$ cat src/rtl/calc_pkg.sv
// Shared widths, divider states and constants for the calculator datapath.
// Imported by the divider top and its step unit.
package calc_pkg;

  localparam int CALC_DW = 8;
  localparam int CALC_VW = 4;

  typedef enum logic [1:0] {
    IDLE = 2'd0,
    RUN  = 2'd1,
    DONE = 2'd2
  } div_state_t;

  // Quotient reported for a zero divisor.
  localparam logic [CALC_DW-1:0] CALC_DZ_QUO = '1;

endpackage

$ cat src/rtl/divider_step_unit.sv
// One restoring-division step: shift in a dividend bit,
// try the subtract, keep it or restore.
import calc_pkg::*;

module divider_step_unit #(
  parameter int VW = CALC_VW
) (
  input  logic [VW:0]   part,
  input  logic          din,
  input  logic [VW-1:0] dvs,
  output logic [VW:0]   part_nxt,
  output logic          qbit
);

  logic [VW+1:0] shifted;
  logic [VW+1:0] trial;

  // Extra top bit keeps the trial sign even if the partial overflows.
  always_comb begin
    shifted  = {part, din};
    trial    = shifted - {2'b00, dvs};
    qbit     = ~trial[VW+1];
    part_nxt = qbit ? trial[VW:0] : shifted[VW:0];
  end

endmodule

$ cat src/rtl/divider_8by4_seq.sv
// Sequential restoring divider, one quotient bit per clock.
// DIVIDER_ZERO_FAST_EN: zero divisor skips straight to DONE.
import calc_pkg::*;

module divider_8by4_seq #(
  parameter int DW = CALC_DW,
  parameter int VW = CALC_VW
) (
  input  logic          clk,
  input  logic          rst_n,
  input  logic          start,
  input  logic [DW-1:0] dividend,
  input  logic [VW-1:0] divisor,
  output logic          busy,
  output logic          done,
  output logic [DW-1:0] quo,
  output logic [VW-1:0] rem,
  output logic          dz
);

  localparam int CW = $clog2(DW + 1);

  div_state_t    state;
  div_state_t    state_nxt;
  logic [CW-1:0] cnt;
  logic [VW:0]   part;
  logic [DW-1:0] shreg;
  logic [VW-1:0] dvs_q;
  logic [VW-1:0] dvd_lo;
  logic [DW-1:0] quo_q;
  logic [VW-1:0] rem_q;
  logic          dz_q;

  logic [VW:0]   part_nxt;
  logic          qbit;
  logic          accept;
  logic          last;
  logic          zfast;

  divider_step_unit #(
    .VW(VW)
  ) u_step (
    .part     (part),
    .din      (shreg[DW-1]),
    .dvs      (dvs_q),
    .part_nxt (part_nxt),
    .qbit     (qbit)
  );

  assign accept = start && (state != RUN);
  assign last   = (state == RUN) && (cnt == CW'(1));

`ifdef DIVIDER_ZERO_FAST_EN
  assign zfast = accept && (divisor == '0);
`else
  assign zfast = 1'b0;
`endif

  // State register.
  always_ff @(posedge clk or negedge rst_n) begin
    if (!rst_n) state <= IDLE;
    else        state <= state_nxt;
  end

  // Next-state: start is only honoured outside RUN.
  always_comb begin
    state_nxt = state;
    unique case (state)
      IDLE, DONE: begin
        if (!start)     state_nxt = IDLE;
        else if (zfast) state_nxt = DONE;
        else            state_nxt = RUN;
      end
      RUN: begin
        if (cnt == CW'(1)) state_nxt = DONE;
      end
      default: state_nxt = IDLE;
    endcase
  end

  // Operand capture and iteration registers.
  always_ff @(posedge clk or negedge rst_n) begin
    if (!rst_n) begin
      cnt    <= '0;
      part   <= '0;
      shreg  <= '0;
      dvs_q  <= '0;
      dvd_lo <= '0;
    end else if (accept) begin
      part   <= '0;
      shreg  <= dividend;
      dvs_q  <= divisor;
      dvd_lo <= dividend[VW-1:0];
      cnt    <= zfast ? '0 : CW'(DW);
    end else if (state == RUN) begin
      part   <= part_nxt;
      shreg  <= {shreg[DW-2:0], qbit};
      cnt    <= cnt - CW'(1);
    end
  end

  // Result registers, updated only on completion.
  always_ff @(posedge clk or negedge rst_n) begin
    if (!rst_n) begin
      quo_q <= '0;
      rem_q <= '0;
      dz_q  <= 1'b0;
    end else if (zfast) begin
      quo_q <= DW'(CALC_DZ_QUO);
      rem_q <= dividend[VW-1:0];
      dz_q  <= 1'b1;
    end else if (last) begin
      if (dvs_q == '0) begin
        quo_q <= DW'(CALC_DZ_QUO);
        rem_q <= dvd_lo;
        dz_q  <= 1'b1;
      end else begin
        quo_q <= {shreg[DW-2:0], qbit};
        rem_q <= part_nxt[VW-1:0];
        dz_q  <= 1'b0;
      end
    end
  end

  assign busy = (state == RUN);
  assign done = (state == DONE);
  assign quo  = quo_q;
  assign rem  = rem_q;
  assign dz   = dz_q;

endmodule

$ cat config.mk
export PLATFORM = sky130hd
export DESIGN_NAME = divider_8by4_seq
export DESIGN_NICKNAME = d
export VERILOG_FILES = /design/src/rtl/calc_pkg.sv /design/src/rtl/divider_step_unit.sv /design/src/rtl/divider_8by4_seq.sv
export SDC_FILE = /design/constraint.sdc
export NUM_CORES = 1
export LEC_CHECK = 0
export BUFFER_PORTS_ARGS = -buffer_cell sky130_fd_sc_hd__buf_4
export CORE_UTILIZATION = 56
export DETAILED_ROUTE_END_ITERATION = 12
export PLACE_DENSITY_LB_ADDON = 0.2
export REMOVE_ABC_BUFFERS = 1
export SYNTH_ARGS = -nofsm -noshare
export SYNTH_HDL_FRONTEND = slang
export SYNTH_SLANG_ARGS = --single-unit
export TNS_END_PERCENT = 30
$ cat constraint.sdc
create_clock -name clk -period 2.3 [get_ports clk]
set_input_delay 0.115 -clock clk [delete_from_list [all_inputs] [get_ports clk]]
set_output_delay 0.115 -clock clk [all_outputs]
set_load 0.005 [all_outputs]
==> flow_summary.ini, run 1 <==
[run_status]
outcome = complete, no violations

[place]
io_buffers = 29
dp_hpwl_um = 2865
place_inst = 259
place.gp.congestion = 0.7612

[critical_path]
start_kind = flop
cp-end-kind = flop
rr_endpoint = rem[0]
critical_path_class = flop to flop
worstPathArrival_ns = 2.43
r2r_cells = 5
r2r-start = part[2]
crit_required_ns = 2.59
ff2ff_setup_slack_ns = 0.16
crit_end = rem[0]
cp_max_fo = 7
crit_path_start = part[2]

[timing]
hold_ws_ns = 0.04839
relSlewSlack = 0.6649
finalSetupViolCount = 0
period_share = 0.9288
fmax_ghz = 0.4681
hold_viol_final = 0
drv_slew = 0
worst_pin_slew_ns = 0.5026
grt_setup_unrepaired = no
tns_ns = 0
skew_ns = 0.003386
finalCriticalPeriod_ns = 2.136

[layout]
fin_cells = 275
layout-drive-gt1-share = 0.2489
synthToLayoutAreaGrowth_pct = 20.85
fin_nets = 251
antenna_cells = 0
final_util = 0.7042

[global_route]
grt_first_pass_wirelength_um = 6727
grt_max_degree = 41
grt_pass1_vias = 1462
antenna_found_initial = 0
overflow = 0
grtUsageTotal = 0.2573

[synth]
synth-main-ff-cell = dfrtp_1
syn_area_per_cell_sq_um = 10.29
synth_area_leader_cell = dfrtp_1
seq_area_frac_synth = 0.5148
yosys_warnings = 0
postSynth.asyncResetShare = 1.000
synth_edf_count = 0
synth-seq-cells = 40
syn_area_sq_mm = 0.001944
synth_most_common_cell = dfrtp_1
synthTopCellsByArea = dfrtp_1, o21ai_0, nand2_1
synth_cells = 189
synth_common_cells = dfrtp_1, nand2_1, o21ai_0
synth.distinct_cells = 38
synth_top_area_frac = 0.5148

[job]
maxCapViolCount = 0

[routing]
drc_errors = 0
drt_iter0_markers = 97
antenna_left = 0
vias = 1520
wl_um = 4162
vias_per_cell = 5.527
first_pass_iters = 6
routedWlPerCell_um = 15.13

[clock_network]
tritoncts = built
path_clk_slew_ns = 0.12
cts_setup_buffers = 0
numCtsBuffers = 5
root_buffer = clkbuf_4
clk_latency_ns = 0.36
cts_max_level = 2
clockBufferDepth = 2
cts_num_sinks = 40

[die]
die-area_sq_mm = 0.003712
row_count = 21
fp.coreArea_sq_mm = 0.003337
initial_utilization = 0.5827
die_y_um = 60.93
ios = 30
die_w_um = 60.93

[power]
p_leak_nw = 1.150
power_density_mw_per_mm2 = 1407
peakVddDrop_v = 0.0006505

[min_path]
hold_path_class = primary input to flop
==> final cells by class <==
cell class / instances / area (sq um)
flip-flops and latches: 40 / 1001
fillers: 256 / 987.2
multi-input cells: 129 / 862.1
repair buffers: 42 / 337.8
well taps: 46 / 57.56
inverters: 11 / 41.29
clock buffers: 5 / 37.54
clock inverters: 2 / 12.51
==> logic make-up (layout without fill, tap and decap cells) <==
family	count (synthesis)	after routing	synth area share
AO/OA/AOI/OAI	48	48	0.1512
XOR/XNOR	1	1	0.004505
multiplexers	19	19	0.1055
AND/OR/NAND/NOR	54	54	0.1326
adder cells (fa/ha/maj)	7	7	0.04891
flip-flops	40	40	0.5148
buffers and inverters	20	60	0.04247
==> timing repair <==
| action | CTS | global route |
|---|---|---|
| hold buffers | 8 | 1 |
| endpoints found under the setup margin | 0 | 4 |
| hold endpoints to repair | 47 | 1 |
| gates resized for setup | 0 | 1 |
==> per-stage QoR <==
stage | power (mW) | setup slack, ns | area [sq um]
4_1_cts | 3.299 | 0.04355 | 2338
3_3_place_gp | 2.817 | 0.1873 | 2208
6_report | 3.306 | 0.1638 | 2350
2_1_floorplan | 2.346 | 0.1322 | 1903
3_5_place_dp | 2.943 | 0.06071 | 2208
5_1_grt | 3.608 | 0.03890 | 2350
==> cell usage in the layout, fill, tap and decap left out, types with 2 or more instances in the layout <==
cell / n
nand2b_1: 2
nand3_1: 6
a21oi_1: 7
mux2_2: 8
mux2i_1: 10
nand2_1: 31
nor4_1: 2
o21ai_0: 26
ha_1: 6
and3_1: 4
dfrtp_1: 40
nor2_1: 2
dlygate4sd3_1: 9
inv_1: 11
clkbuf_4: 5
buf_4: 33
o21ai_2: 2
o311ai_0: 2
==> critical path, stage by stage (launching register included) <==
cell and delay (ns):
dfrtp_1 0.43, ha_1 0.27, or3_4 0.42, o311a_2 0.48, mux2_4 0.34, o21ai_2 0.13
==> metal layers <==
layer  GRT usage  vias to the layer above  share of wire
met1      0.3264                      731           0.45
met3     0.04904                        7          0.037
met4      0.1364                        0          0.017
met2      0.4192                       39           0.50
li1            -                      743              -
met5           0                        -              0
==> power by group <==
part | total [mW] | switching [mW] | internal, mW | leakage (nW)
combinational | 1.65 | 0.841 | 0.809 | 0.637
sequential | 1.31 | 0.258 | 1.05 | 0.486
clock | 0.347 | 0.236 | 0.111 | 0.0271
total | 3.31 | 1.33 | 1.97 | 1.15
==> registers in the layout, summed over array words and instances (netlist names) <==
signal / flops
dz: 1
dvd_lo: 4
cnt: 4
rem: 4
part: 5
shreg: 8
state: 2
dvs_q: 4
quo: 8
==> how the worst min path moves through the flow <==
stage | from | to | slack, ns | cells after the start
final | dividend[7] | shreg[7] | 0.05 | 3
after global routing | dividend[6] | shreg[6] | 0.04 | 3
after CTS | dividend[3] | dvd_lo[3] | 0.002 | 2
after detailed placement | rst_n | part[3] | 0.12 | 1
after global placement | rst_n | dvs_q[3] | 0.11 | 1
after floorplan | rst_n | cnt[0] | -0.18 | 0
Power figures use the tool's default switching activity.
==> run 2, diff against run 1 <==
--- a/config.mk
+++ b/config.mk
@@ -12,5 +12,6 @@
 export REMOVE_ABC_BUFFERS = 1
 export SYNTH_ARGS = -nofsm -noshare
 export SYNTH_HDL_FRONTEND = slang
+export SYNTH_HIERARCHICAL = 1
 export SYNTH_SLANG_ARGS = --single-unit
 export TNS_END_PERCENT = 30
==> flow_summary.ini, run 2 <==
[critical_path]
ff2ff_setup_slack_ns = 0.08
slowest_stage = dfrtp_1
critical_path_class = flop to flop
cp-end-kind = flop
critPathMaxStageDelay_ns = 0.44
worstPathArrival_ns = 2.46
crit_path_start = dvs_q[1]
path_cells = inv_2 > ha_1 > nor2b_1 > o21a_1 > o21ai_2 > a22o_2 > mux2_2 > mux2i_1 > a21oi_2
r2r_cells = 9
rr_endpoint = rem[2]
start_kind = flop
crit_required_ns = 2.55
r2r-start = dvs_q[1]
cp_max_fo = 4

[power]
p_total_mw = 3.792
power_density_mw_per_mm2 = 1559
p_leak_nw = 1.108
peakVddDrop_v = 0.0008518

[synth]
synth_edf_count = 0
synthTopCellsByArea = dfrtp_1, mux2i_1, a21oi_1
synth-main-ff-cell = dfrtp_1
synth_top_area_frac = 0.4954
synth_most_common_cell = dfrtp_1
synth.distinct_cells = 38
synth_cells = 196
yosys_warnings = 6
seq_area_frac_synth = 0.4954
syn_area_per_cell_sq_um = 10.31
syn_area_sq_mm = 0.002021
synth_area_leader_cell = dfrtp_1
synth_common_cells = dfrtp_1, a21oi_1, nand2_1
synth-seq-cells = 40
postSynth.asyncResetShare = 1.000

[clock_network]
clk_latency_ns = 0.35
path_clk_slew_ns = 0.12
cts_num_sinks = 40
root_buffer = clkbuf_4
tritoncts = built
numCtsBuffers = 5
clockBufferDepth = 2
cts_max_level = 2

[timing]
period_share = 0.9635
finalSetupViolCount = 0
relSlewSlack = 0.5280
fmax_ghz = 0.4512
worst_pin_slew_ns = 0.7027
drv_slew = 0
finalCriticalPeriod_ns = 2.216
hold_ws_ns = 0.01226
hold_viol_final = 0
skew_ns = 0.01431

[global_route]
grt_first_pass_wirelength_um = 6589
overflow = 0
grt_max_degree = 42
antenna_found_initial = 0
grtUsageTotal = 0.2406
grt_pass1_vias = 1512

[routing]
drt_iter0_markers = 66
antenna_left = 0
drc_errors = 0
vias_per_cell = 5.712
first_pass_iters = 4
vias = 1605
wl_um = 4241
routedWlPerCell_um = 15.09

[min_path]
min_from = divisor[3]
hold_path_class = primary input to flop
hold_end = dvs_q[3]
hold_depth = 2

[place]
place.gp.congestion = 0.8661
dp_hpwl_um = 2859
io_buffers = 29

[die]
die_w_um = 62.07
die_y_um = 62.07
die-area_sq_mm = 0.003853
row_count = 21
fp.coreArea_sq_mm = 0.003390
ios = 30
initial_utilization = 0.5962

[layout]
final_util = 0.7176
fin_nets = 256
synthToLayoutAreaGrowth_pct = 20.37
layout-drive-gt1-share = 0.2766
antenna_cells = 0
layout_commonest_cell = dfrtp_1
num-fill-cells = 273
layout_common_cells = dfrtp_1, buf_4, a21oi_1

[run_status]
outcome = complete, no violations

[job]
maxCapViolCount = 0
[run 2: changes by cell type after synthesis, moves of 5 or more]
cell	change
a21oi_1	+18
clkbuf_1	-5
nand2_1	-10
nor2_1	+8
o21ai_0	-9
[run 2: through the flow]
step                      setup TNS (ns)  cells  setup slack (ns)  cell area, sq um
final                                  0    281           0.08386              2432
after global routing             -0.1008    281          -0.07062              2432
after CTS                              0    278           0.02697              2397
after detailed placement               0    264           0.04451              2257
after global placement                 0    264            0.1109              2257
after floorplan                        0    185            0.1762              1952
[run 2: worst max-delay path by stage]
stage | to | slack (ns) | cells after the start
floorplan | rem[2] | 0.18 | 9
global placement | rem[2] | 0.11 | 9
detailed placement | rem[1] | 0.04 | 9
CTS | rem[2] | 0.03 | 9
global route | rem[2] | -0.07 | 9
finish | rem[2] | 0.08 | 9
[run 2: logic make-up after synthesis]
group	after synthesis	synth area share
muxes	25	0.1325
DFF	40	0.4954
xor gates and xnor gates	2	0.008670
adders and majority gates	7	0.04706
and+or+nand+nor	46	0.1115
AOI/OAI and AO/OA	54	0.1505
buffers and inverters	22	0.05448
[run 2: per-layer routing]
layer | global-route usage | vias up | wire, um
met5 | 0 | - | 0
met4 | 0.08889 | 0 | 64
met3 | 0.04555 | 9 | 139
met2 | 0.4149 | 41 | 2165
met1 | 0.3001 | 791 | 1872
li1 | - | 764 | -
[run 2: area by class of cell]
class | instances | area, sq um | share of cell area
inverters | 11 | 41.29 | 0.01698
flip-flops and latches | 40 | 1001 | 0.4115
clock buffers | 5 | 37.54 | 0.01543
well taps | 46 | 57.56 | 0.02366
repair buffers | 42 | 330.3 | 0.1358
multi-input cells | 134 | 922.1 | 0.3791
clock inverters | 3 | 42.54 | 0.01749
[run 2: what timing repair did]
item | 4_1_cts | 5_1_grt
buffers inserted | 0 | 3
resized for setup | 0 | 5
hold endpoints to repair | 45 | 0
setup endpoints to repair | 0 | 6
hold buffers | 6 | 0
[run 2: power breakdown]
part	leakage [nW]	total (mW)	switching (mW)	internal [mW]
Sequential	0.471	1.34	0.291	1.05
Clock	0.0412	0.461	0.234	0.227
Combinational	0.596	1.99	1.03	0.961
Total	1.11	3.79	1.56	2.23
[run 2: worst max-delay path: cells and delay by family, from the launching register on]
kind	cells	cell delay (ns)
compound gates	4	0.69
fa+ha+maj	1	0.26
buf+inv	1	0.07
flops	1	0.44
mux	2	0.51
simple gates	1	0.14
==> run 3, diff against run 2 <==
--- a/config.mk
+++ b/config.mk
@@ -5,8 +5,9 @@
 export SDC_FILE = /design/constraint.sdc
 export NUM_CORES = 1
 export LEC_CHECK = 0
+export ABC_AREA = 1
 export BUFFER_PORTS_ARGS = -buffer_cell sky130_fd_sc_hd__buf_4
-export CORE_UTILIZATION = 56
+export CORE_UTILIZATION = 57
 export DETAILED_ROUTE_END_ITERATION = 12
 export PLACE_DENSITY_LB_ADDON = 0.2
 export REMOVE_ABC_BUFFERS = 1
==> flow_summary.ini, run 3 <==
[clock_network]
cts_num_sinks = 40
cts_max_level = 2
root_buffer = clkbuf_8
cts_resized = 0
cts_setup_buffers = 0
clk_latency_ns = 0.29
clockBufferDepth = 2
tritoncts = built
path_clk_slew_ns = 0.08
numCtsBuffers = 5

[layout]
fin_cells = 350
layout-drive-gt1-share = 0.2384
layout_commonest_cell = nand2_1
synthToLayoutAreaGrowth_pct = 15.48
fin_nets = 323
final_util = 0.6859
antenna_cells = 0
layout_common_cells = nand2_1, dfrtp_1, inv_1
finalInstanceArea_sq_mm = 0.002511

[global_route]
grt_max_degree = 41
grt_util_met2 = 0.4455
grtUsageTotal = 0.2543
antenna_found_initial = 0
overflow = 0
grt_first_pass_wirelength_um = 7921
gr-usage-met1 = 0.3067
grtUsageMet3 = 0.05536
grt.busiest_layer = met2
grt_pass1_vias = 1848

[power]
seqPwrFrac = 0.325
peakVddDrop_v = 0.0008373
p_leak_nw = 1.388
share_comb_of_total_power = 0.534
p_switching_mw = 1.781
intPower_mw = 2.195
p_clk_frac = 0.141
p_sw_frac = 0.4480
power_density_mw_per_mm2 = 1584

[synth]
synth_area_leader_cell = dfrtp_1
synth_edf_count = 0
synth_cells = 270
syn_area_sq_mm = 0.002175
synth.distinct_cells = 27
syn_area_per_cell_sq_um = 8.054
seq_area_frac_synth = 0.4603
synth-main-ff-cell = dfrtp_1
yosys_warnings = 6
synth-seq-cells = 40
synthTopCellsByArea = dfrtp_1, nand2_1, nand3_1
synth_top_area_frac = 0.4603
synth_most_common_cell = nand2_1
synth_common_cells = nand2_1, dfrtp_1, inv_1
postSynth.asyncResetShare = 1.000

[critical_path]
cp_max_fo = 6
crit_required_ns = 2.49
start_kind = flop
cp-end-kind = flop
crit_path_frequent_cell = nand2_1
critPathMaxStageDelay_ns = 0.39
critPathTopFamily = simple AND/OR/NAND/NOR gates
path_buf_inv = 3
path_cells = inv_1 > ha_1 > inv_2 > nor2_2 > nand3_2 > nand3_2 > nand2_2 > nand3_1 > nand2_1 > inv_1 > nand2_1 > nand3_1 > nand2_1
worstPathArrival_ns = 2.08
critical_path_class = flop to flop
slowest_stage = dfrtp_1

[timing]
finalSetupViolCount = 0
relSlewSlack = 0.6720
drv_slew = 0
hold_viol_final = 0
tns_ns = 0
finalCriticalPeriod_ns = 1.892
worst_pin_slew_ns = 0.4920
skew_ns = 0.004232
period_share = 0.8225
grt_setup_unrepaired = no
fmax_ghz = 0.5286
hold_ws_ns = 0.01324

[min_path]
hold_path_class = primary input to flop

[place]
post_dp_cell_area_sq_mm = 0.002394
place.gp.congestion = 0.9263
place_inst = 341
dp_hpwl_um = 3093
io_buffers = 29

[die]
die_w_um = 63.77
row_count = 22
fp.coreArea_sq_mm = 0.003661
die_y_um = 63.77
die-area_sq_mm = 0.004066
ios = 30
initial_utilization = 0.5940

[run_status]
outcome = complete, no violations

[job]
maxCapViolCount = 0

[routing]
vias_per_cell = 5.071
routedWlPerCell_um = 12.51
drt_iter0_markers = 155
drc_errors = 0
antenna_left = 0
vias = 1775
first_pass_iters = 4
wl_um = 4378
==> run 3: cell type report <==
class,instances,area [sq um]
Timing Repair Buffer,30,227.7
Multi-Input combinational cell,187,973.4
Sequential cell,40,1001
Inverter,37,141.4
Fill cell,323,1150
Clock buffer,6,72.57
Clock inverter,2,35.03
Tap cell,48,60.06
==> run 3: power groups by stage <==
stage,combinational [mW],sequential (mW),clock (mW)
floorplan,1.51,1.26,0
global route,2.44,1.33,0.596
finish,2.12,1.29,0.562
global placement,2.03,1.29,0
detailed placement,2.09,1.30,0
CTS,2.14,1.29,0.573
==> run 3: cells by family after synthesis <==
kind of cell	synth area share
AND/OR/NAND/NOR	0.3625
AO/OA/AOI/OAI	0.03740
buffers and inverters	0.09206
XOR/XNOR	0.004028
adder cells (fa/ha/maj)	0.04373
flip-flops	0.4603
==> run 3: stage by stage <==
stage | setup WS [ns] | power [mW]
2_1_floorplan | 0.6794 | 2.776
3_3_place_gp | 0.5129 | 3.322
3_5_place_dp | 0.4605 | 3.393
4_1_cts | 0.4151 | 4.000
5_1_grt | 0.2422 | 4.372
6_report | 0.4083 | 3.977
==> run 3: worst min-delay path, cell delays in order <==
cell     delay [ns]
buf_4          0.08
nand2_1        0.04
nand2_1        0.04
==> run 3: worst paths after layout <==
path | startpoint | endpoint | slack, ns | cells past startpoint
min in group asynchronous | rst_n | dz | 0.33 | 2
hold reg to reg | quo[6] | quo[6] | 0.48 | 2
setup reg to reg | dvs_q[3] | rem[2] | 0.41 | 13
hold / removal | divisor[0] | dvs_q[0] | 0.01 | 3
max in group asynchronous | rst_n | dvd_lo[2] | 1.63 | 2
setup / recovery | dvs_q[3] | rem[2] | 0.41 | 13
==> run 3: layer usage <==
layer | vias to the layer above | wire length, um | part of all wire
li1 | 895 | - | -
met1 | 835 | 1946 | 0.44
met2 | 37 | 2201 | 0.50
met3 | 8 | 167 | 0.038
met4 | 0 | 63 | 0.014
met5 | - | 0 | 0
==> run 3: timing repair <==
| item | CTS | global route |
|---|---|---|
| hold buffers | 1 | 0 |
| setup endpoints to repair | 0 | 0 |
| hold endpoints to repair | 40 | 0 |
